`config.mk`:
```
export PLATFORM = sky130hd
export DESIGN_NAME = sprite_layer_engine_flat
export DESIGN_NICKNAME = d
export VERILOG_FILES = /design/src/rtl/dino_gfx_pkg.sv /design/src/rtl/sprite_layer_engine_if.sv /design/src/rtl/sprite_layer_engine_channel.sv /design/src/rtl/sprite_layer_engine.sv /design/src/flat_wrapper.sv
export SDC_FILE = /design/constraint.sdc
export NUM_CORES = 1
export LEC_CHECK = 0
export BUFFER_PORTS_ARGS = -buffer_cell sky130_fd_sc_hd__buf_4
export CAP_MARGIN = 20
export CORE_AREA = 4 4 156 158
export CTS_BUF_LIST = sky130_fd_sc_hd__clkbuf_2
export CTS_CLUSTER_SIZE = 28
export DETAILED_ROUTE_END_ITERATION = 7
export DIE_AREA = 0 0 160 162
export PLACE_DENSITY = 0.8
export SLEW_MARGIN = 20
export SYNTH_ARGS = -nofsm -noshare
export SYNTH_HDL_FRONTEND = slang
export SYNTH_HIERARCHICAL = 1
export SYNTH_SLANG_ARGS = --single-unit
```
`constraint.sdc`:
```
create_clock -name clk -period 4.11 [get_ports clk]
set_input_delay 0.411 -clock clk [delete_from_list [all_inputs] [get_ports clk]]
set_output_delay 0.411 -clock clk [all_outputs]
set_load 0.05 [all_outputs]
```
`src/rtl/dino_gfx_pkg.sv`:
```
// Shared graphics definitions for the dino VGA path: screen size, raster
// coordinate types, the 11-bit sprite position type and the frame LFSR.
package dino_gfx_pkg;

  localparam int VIDEO_WIDTH  = 640;
  localparam int VIDEO_HEIGHT = 480;

  typedef logic [9:0] xcoord_t;
  typedef logic [8:0] ycoord_t;

  // Sprite x positions carry an extra bit so respawn points past 1023
  // (high channel indices) stay off-screen instead of wrapping.
  typedef logic [10:0] xpos_t;

  // x^8 + x^6 + x^5 + x^4 + 1, shift-left Fibonacci form
  localparam logic [7:0] LFSR_SEED = 8'h01;
  localparam logic [7:0] LFSR_TAPS = 8'hB8;

  function automatic logic [7:0] lfsr_step(input logic [7:0] s);
    return {s[6:0], ^(s & LFSR_TAPS)};
  endfunction

endpackage

```
`src/rtl/sprite_layer_engine_if.sv`:
```
// Video-side bus of the sprite layer: raster timing in, sprite ROM
// address/data exchange, and the composited layer pixel out.
interface sprite_layer_engine_if #(
  parameter int NUM_CH = 4,
  parameter int ADDR_W = 14
);
  import dino_gfx_pkg::*;

  logic                     pix_en;
  xcoord_t                  x;
  ycoord_t                  y;
  logic                     frame_end;
  logic [NUM_CH*ADDR_W-1:0] sprite_addr;
  logic [NUM_CH-1:0]        sprite_bit;
  logic                     layer_px;
  logic [2:0]               layer_ch;

  // timing generator / ROM side
  modport master (
    output pix_en, x, y, frame_end, sprite_bit,
    input  sprite_addr, layer_px, layer_ch
  );

  // sprite layer engine side
  modport slave (
    input  pix_en, x, y, frame_end, sprite_bit,
    output sprite_addr, layer_px, layer_ch
  );

endinterface

```
`src/rtl/sprite_layer_engine_channel.sv`:
```
// One scrolling sprite channel: position, frame select, raster offset,
// bounding-box test and the registered sprite-ROM address.
// With LFSR_FRAME_EN defined the respawn frame comes from rnd_fsel.
module sprite_channel
  import dino_gfx_pkg::*;
#(
  parameter int SPR_W     = 49,
  parameter int SPR_H     = 80,
  parameter int FRAME_CNT = 3,
  parameter int RESP_X    = 550,
  parameter int ADDR_W    = 14,
  parameter int FSEL_W    = 2
) (
  input  logic              clk,
  input  logic              reset,
  input  logic              pix_en,
  input  xcoord_t           x,
  input  ycoord_t           y,
  input  logic              frame_end,
  input  logic              scroll_en,
  input  logic              restart,
  input  logic [3:0]        velocity,
  input  ycoord_t           spawn_y,
`ifdef LFSR_FRAME_EN
  input  logic [FSEL_W-1:0] rnd_fsel,
`endif
  output logic [ADDR_W-1:0] sprite_addr,
  output logic              in_box_p0
);

  localparam xpos_t             RESP_XPOS = xpos_t'(RESP_X);
  localparam logic [ADDR_W-1:0] FRAME_PIX = ADDR_W'(SPR_W * SPR_H);

  xpos_t             x_pos;
  logic [FSEL_W-1:0] frame_sel;
  logic [FSEL_W-1:0] fsel_next;
  logic [ADDR_W-1:0] offset;
  logic              in_box;
  xpos_t             x_ext;
  xpos_t             vel_ext;
  logic [9:0]        y_ext;
  logic [9:0]        y_top;
  logic [9:0]        y_end;

  // Bounding-box test, widened so box edges past 1023 never wrap
  always_comb begin
    x_ext   = {1'b0, x};
    vel_ext = {7'd0, velocity};
    y_ext   = {1'b0, y};
    y_top   = {1'b0, spawn_y};
    y_end   = y_top + 10'(SPR_H);
    in_box  = (x_ext >= x_pos) && (x_ext < x_pos + xpos_t'(SPR_W)) &&
              (y_ext >= y_top) && (y_ext < y_end);
  end

  // Frame to show after the next respawn
  always_comb begin
`ifdef LFSR_FRAME_EN
    fsel_next = rnd_fsel;
`else
    fsel_next = (frame_sel == FSEL_W'(FRAME_CNT - 1)) ? '0 : frame_sel + FSEL_W'(1);
`endif
  end

  // Scroll left once per frame; respawn off the right edge when exhausted
  always_ff @(posedge clk or negedge reset) begin
    if (!reset) begin
      x_pos     <= RESP_XPOS;
      frame_sel <= '0;
    end else if (restart) begin
      x_pos     <= RESP_XPOS;
      frame_sel <= '0;
    end else if (frame_end && scroll_en) begin
      if (x_pos < vel_ext) begin
        x_pos     <= RESP_XPOS;
        frame_sel <= fsel_next;
      end else begin
        x_pos <= x_pos - vel_ext;
      end
    end
  end

  // Raster offset into the current frame; counts in-box pixels only
  always_ff @(posedge clk or negedge reset) begin
    if (!reset) begin
      offset <= '0;
    end else if (frame_end) begin
      offset <= '0;
    end else if (pix_en && in_box) begin
      offset <= offset + ADDR_W'(1);
    end
  end

  // Stage p0: ROM address and box flag, aligned to the returning sprite bit
  always_ff @(posedge clk or negedge reset) begin
    if (!reset) begin
      sprite_addr <= '0;
      in_box_p0   <= 1'b0;
    end else if (pix_en) begin
      sprite_addr <= ADDR_W'(frame_sel) * FRAME_PIX + offset;
      in_box_p0   <= in_box;
    end
  end

endmodule

```
`src/rtl/sprite_layer_engine.sv`:
```
// N-channel scrolling sprite layer: per-channel scroll/address generation,
// compositing of returned sprite bits, lowest-channel priority encode and a
// sticky player collision flag.
// Optional macro LFSR_FRAME_EN: respawn frame chosen by an 8-bit LFSR
// instead of cycling sequentially.
module sprite_layer_engine
  import dino_gfx_pkg::*;
#(
  parameter int NUM_CH    = 4,
  parameter int SPR_W     = 49,
  parameter int SPR_H     = 80,
  parameter int FRAME_CNT = 3,
  parameter int RESPAWN_X = 550,
  parameter int SPACING   = 160
) (
  input  logic                  clk,
  input  logic                  reset,
  sprite_layer_engine_if.slave  vid,
  input  logic                  run,
  input  logic                  restart,
  input  logic [3:0]            velocity,
  input  logic [NUM_CH*9-1:0]   spawn_y,
  input  logic                  player_px,
  output logic                  collide
);

  localparam int ADDR_W = $clog2(FRAME_CNT * SPR_W * SPR_H);
  localparam int FSEL_W = (FRAME_CNT > 1) ? $clog2(FRAME_CNT) : 1;

  logic [NUM_CH*ADDR_W-1:0] addr_all;
  logic [NUM_CH-1:0]        in_box_p0;
  logic [NUM_CH-1:0]        hit;
  logic                     hit_any;
  logic [2:0]               hit_ch;
  logic                     scroll_en;
  logic                     vld_p0;
  logic                     vld_p1;

  assign scroll_en       = run & ~collide;
  assign vid.sprite_addr = addr_all;

`ifdef LFSR_FRAME_EN
  logic [7:0]        lfsr;
  logic [FSEL_W-1:0] rnd_fsel;

  assign rnd_fsel = FSEL_W'(int'(lfsr) % FRAME_CNT);

  // Free-running frame LFSR, advanced once per frame
  always_ff @(posedge clk or negedge reset) begin
    if (!reset) begin
      lfsr <= LFSR_SEED;
    end else if (vid.frame_end) begin
      lfsr <= lfsr_step(lfsr);
    end
  end
`endif

  for (genvar i = 0; i < NUM_CH; i++) begin : g_ch
    sprite_channel #(
      .SPR_W     (SPR_W),
      .SPR_H     (SPR_H),
      .FRAME_CNT (FRAME_CNT),
      .RESP_X    (RESPAWN_X + i * SPACING),
      .ADDR_W    (ADDR_W),
      .FSEL_W    (FSEL_W)
    ) u_ch (
      .clk         (clk),
      .reset       (reset),
      .pix_en      (vid.pix_en),
      .x           (vid.x),
      .y           (vid.y),
      .frame_end   (vid.frame_end),
      .scroll_en   (scroll_en),
      .restart     (restart),
      .velocity    (velocity),
      .spawn_y     (spawn_y[i*9 +: 9]),
`ifdef LFSR_FRAME_EN
      .rnd_fsel    (rnd_fsel),
`endif
      .sprite_addr (addr_all[i*ADDR_W +: ADDR_W]),
      .in_box_p0   (in_box_p0[i])
    );
  end

  // Pixel strobe pipeline: p0 = address issued, p1 = ROM data returned
  always_ff @(posedge clk or negedge reset) begin
    if (!reset) begin
      vld_p0 <= 1'b0;
      vld_p1 <= 1'b0;
    end else begin
      vld_p0 <= vid.pix_en;
      vld_p1 <= vld_p0;
    end
  end

  // Composite channels and pick the lowest-index active one
  always_comb begin
    hit     = in_box_p0 & vid.sprite_bit;
    hit_any = |hit;
    hit_ch  = '0;
    for (int i = NUM_CH - 1; i >= 0; i--) begin
      if (hit[i]) hit_ch = 3'(i);
    end
  end

  // Stage p2: register the layer pixel once the sprite bits are valid
  always_ff @(posedge clk or negedge reset) begin
    if (!reset) begin
      vid.layer_px <= 1'b0;
      vid.layer_ch <= '0;
    end else if (vld_p1) begin
      vid.layer_px <= hit_any;
      vid.layer_ch <= hit_ch;
    end
  end

  // Sticky collision; restart clears it and beats a simultaneous hit
  always_ff @(posedge clk or negedge reset) begin
    if (!reset) begin
      collide <= 1'b0;
    end else if (restart) begin
      collide <= 1'b0;
    end else if (vld_p1 && hit_any && player_px) begin
      collide <= 1'b1;
    end
  end

endmodule

```
`src/flat_wrapper.sv`:
```
// flat-port wrapper written by rule: the top's interface ports become plain ports
module sprite_layer_engine_flat import dino_gfx_pkg::*;
#(
  parameter int NUM_CH    = 4,
  parameter int SPR_W     = 49,
  parameter int SPR_H     = 80,
  parameter int FRAME_CNT = 3,
  parameter int RESPAWN_X = 550,
  parameter int SPACING   = 160
)
  (clk, reset, run, restart, velocity, spawn_y, player_px, collide, vid_pix_en, vid_x, vid_y, vid_frame_end, vid_sprite_bit, vid_sprite_addr, vid_layer_px, vid_layer_ch);
  sprite_layer_engine_if #(.NUM_CH(NUM_CH), .ADDR_W((14))) vid_i ();
  input  logic clk;
  input  logic reset;
  input  logic run;
  input  logic restart;
  input  logic [3:0] velocity;
  input  logic [NUM_CH*9-1:0] spawn_y;
  input  logic player_px;
  output logic collide;
  input wire logic [$bits(vid_i.pix_en)-1:0] vid_pix_en;
  input wire logic [$bits(vid_i.x)-1:0] vid_x;
  input wire logic [$bits(vid_i.y)-1:0] vid_y;
  input wire logic [$bits(vid_i.frame_end)-1:0] vid_frame_end;
  input wire logic [$bits(vid_i.sprite_bit)-1:0] vid_sprite_bit;
  output wire logic [$bits(vid_i.sprite_addr)-1:0] vid_sprite_addr;
  output wire logic [$bits(vid_i.layer_px)-1:0] vid_layer_px;
  output wire logic [$bits(vid_i.layer_ch)-1:0] vid_layer_ch;
  assign vid_i.pix_en = vid_pix_en;
  assign vid_i.x = vid_x;
  assign vid_i.y = vid_y;
  assign vid_i.frame_end = vid_frame_end;
  assign vid_i.sprite_bit = vid_sprite_bit;
  assign vid_sprite_addr = vid_i.sprite_addr;
  assign vid_layer_px = vid_i.layer_px;
  assign vid_layer_ch = vid_i.layer_ch;
  sprite_layer_engine #(.NUM_CH(NUM_CH), .SPR_W(SPR_W), .SPR_H(SPR_H), .FRAME_CNT(FRAME_CNT), .RESPAWN_X(RESPAWN_X), .SPACING(SPACING)) u_core (.clk(clk), .reset(reset), .vid(vid_i), .run(run), .restart(restart), .velocity(velocity), .spawn_y(spawn_y), .player_px(player_px), .collide(collide));
endmodule
```
==> results.yml <==
pwr:
  p_total_w: 0.00520
  peakVddDrop_v: 0.000291
  p_clk_share_pct: 19.6
  p_comb_share_pct: 40.6
  intPower_w: 0.00307
  p_switching_w: 0.00213
  power.leakage_nw: 7.80
  p_per_area_nw_per_um2: 326
  p_seq_share_pct: 39.8
  power_switching_share_pct: 40.9
layout:
  final_common_cell: "ha_1"
  finalInstanceArea_sq_um: 16000
  fill_cells: 1855
  area_delta_synth_final_pct: 11.5
  register_area_sq_um: 4380
  nNetsFinal: 1980
  drive_above_1_share_pct: 15.9
  final_cell_mix: "ha_1, dfrtp_1, inv_1"
  multi_input_area_sq_um: 9240
global_routing:
  grt_pass1_wl_microns: 56900
  grt.overflow.total: 0
  antenna_found_initial: 1
  grt_usage_pct: 26.2
  grt_pass1_vias: 11800
  grt_start_max_net_pins: 85
floorplanning:
  die_w_microns: 160
  die_area_sq_um: 25900
  io_pins: 131
  fp.dieH_microns: 162
  rows: 56
  coreArea_sq_um: 23100
  start_util_pct: 61.9
critical_path:
  crit_path_start_kind: "flip-flop"
  required_ns: 4.81
  critPathMaxStageDelay_ns: 0.71
  cpMaxStageDelayCell: "or4_1"
  cpMostUsedCell: "ha_1"
  cpLargestDelayFamily: "simple AND/OR/NAND/NOR gates"
  cp-end-kind: "flip-flop"
  reg2reg_to: "u_core/g_ch[1].u_ch/offset[5]"
  r2r_setup_slack_ns: 0.43
  cp-endpoint: "u_core/g_ch[1].u_ch/offset[5]"
  path_class: "reg -> reg"
  timing.rr.start: "u_core/g_ch[1].u_ch/x_pos[0]"
  critPathMaxFanout: 27
  crit_cells: 11
  cp.arrival_ns: 4.37
  worstSetupStartpoint: "u_core/g_ch[1].u_ch/x_pos[0]"
  rr_worst_depth: 11
  crit_path_cell_trace: "ha_1, a311oi_2, xnor2_1, ha_1, and3_1, a221oi_2, a211oi_1, nor2_1, nand4_2, or4_1, a21oi_1"
  path_buf_inv: 0
synthesis:
  ys_async_sr_fraction_pct: 100
  syn_inst: 1543
  seq_area_frac_synth_pct: 30.6
  synthDistinctLibCells: 88
  synth_warnings: 6
  synth-edff-count: 0
  syn_nets: 1841
  synth_area_sq_um: 14300
  ys_ff_latch: 174
  synth_area_per_cell_sq_um: 9.27
  ys.flop_type: "dfrtp_1"
clock_tree:
  h-tree-depth: 4
  cts_tree: "yes"
  cts_sinks: 174
  cts_resized: 0
  root_buffer: "clkbuf_2"
  clockBufferDepth: 2
  numCtsBuffers: 17
  clk_latency_ns: 0.78
  clk_pin_slew_ns: 0.28
sta:
  hold_viol_final: 0
  relSlewSlack_pct: 39.8
  slew_violations: 0
  rsz0062_at_grt: "false"
  worst_pin_slew_ns: 0.902
  setup_viol: 0
  fin_tns_setup_ns: 0
  finalWorstSetupSlack_ns: 0.434
  finClkSkew_ns: 0.0387
  fmax_mhz: 272
  fin_crit_ns: 3.68
  finalCritPeriodShare_pct: 89.4
job:
  maxCapViolCount: 0
run_status:
  status: "finished clean"
placement:
  port_buffers: 129
  placed_cell_area_sq_um: 15600
  gp_congestion: 0.911
  place_ws_ns: 0.467
  dpl.hpwl_microns: 25100
route:
  drcViolationCount: 0
  ant_nets: 0
  drt_iter0_markers: 1046
  viasPerCell: 5.95
  wl_microns: 33300
  drt-wirelength-per-cell_microns: 16.8
  vias: 11800
  drtPass1Iterations: 5
hold_path:
  hp-class: "in -> reg"
worst min-delay path, stage by stage:
cell     delay [ns]
buf_4          0.09
nand2_1        0.13
a41o_1         0.25
registers in the layout (all words and copies together) (netlist names):
signal                        flops
u_core/g_ch.u_ch/offset          56
u_core/vld_p0                     1
u_core/vid.layer_ch               2
u_core/vid.layer_px               1
u_core/vld_p1                     1
u_core/g_ch.u_ch/sprite_addr     56
u_core/g_ch.u_ch/frame_sel        8
u_core/g_ch.u_ch/x_pos           44
u_core/collide                    1
u_core/g_ch.u_ch/in_box_p0        4
power groups by stage:
stage / clock network [W] / registers [W] / logic (W)
5_1_grt: 0.00112 / 0.00211 / 0.00236
3_3_place_gp: 0 / 0.00209 / 0.00202
2_1_floorplan: 0 / 0.00232 / 0.00128
3_5_place_dp: 0 / 0.00210 / 0.00209
6_report: 0.00102 / 0.00207 / 0.00211
4_1_cts: 0.00105 / 0.00207 / 0.00211
per-stage QoR:
step	hold WS (ns)	util, %	cells
after floorplan	0.115	-	1543
final	0.104	69.0	1986
after global routing	0.0105	69.0	1986
after CTS	0.00853	69.0	1985
after detailed placement	0.337	67.3	1941
after global placement	0.334	67.3	1941
how the worst min path moves through the flow:
| stage | startpoint | end | slack (ns) | depth (start not counted) |
|---|---|---|---|---|
| floorplan | reset | u_core/collide | 0.12 | 0 |
| global placement | u_core/vld_p0 | u_core/vld_p1 | 0.33 | 0 |
| detailed placement | u_core/vld_p0 | u_core/vld_p1 | 0.34 | 0 |
| CTS | vid_sprite_bit[0] | u_core/vid.layer_ch[1] | 0.009 | 3 |
| global route | vid_sprite_bit[0] | u_core/vid.layer_ch[1] | 0.01 | 3 |
| finish | vid_sprite_bit[0] | u_core/vid.layer_ch[1] | 0.10 | 3 |
cells in the mapped netlist, types with 18 or more instances:
master	number	area, sq um
o21ai_0	65	325
nand2_1	77	289
a21o_1	25	188
ha_1	220	2750
a21oi_1	99	495
nand3_1	49	245
nand4_1	28	175
xnor2_1	84	736
nor4_1	21	131
or3_1	21	131
nor2_1	99	372
dfstp_2	18	473
dfrtp_1	156	3900
inv_1	145	544
nor2b_1	48	300
nor3_1	33	165
mux2_2	49	552
what timing repair did:
| item | CTS | global route |
|---|---|---|
| setup buffers | 0 | 0 |
| hold buffers | 12 | 0 |
| endpoints found under the hold margin | 100 | 0 |
logic make-up after synthesis:
| group | synth area share (%) |
|---|---|
| simple gates | 17.1 |
| compound gates | 15.2 |
| fa+ha+maj | 20.4 |
| buf+inv | 4.88 |
| flops | 30.6 |
| xor+xnor | 6.18 |
| mux | 5.75 |
| other cells | 0.0262 |
layout make-up:
type | count | area share (%)
Antenna cell | 1 | 0.0157
Clock buffer | 17 | 0.533
Inverter | 149 | 3.51
Clock inverter | 15 | 1.21
Sequential cell | 174 | 27.4
Multi-Input combinational cell | 1193 | 57.9
Timing Repair Buffer | 147 | 7.13
Tap cell | 290 | 2.27
per-layer routing:
metal  up-vias  share of wire (%)  track usage (%)
met1      5648                 48             37.3
met3        48                4.8             4.06
li1       5832                  -                -
met2       290                 45             42.0
met5         -                  0                0
met4         0                1.8             7.00
Power figures use the tool's default switching activity.
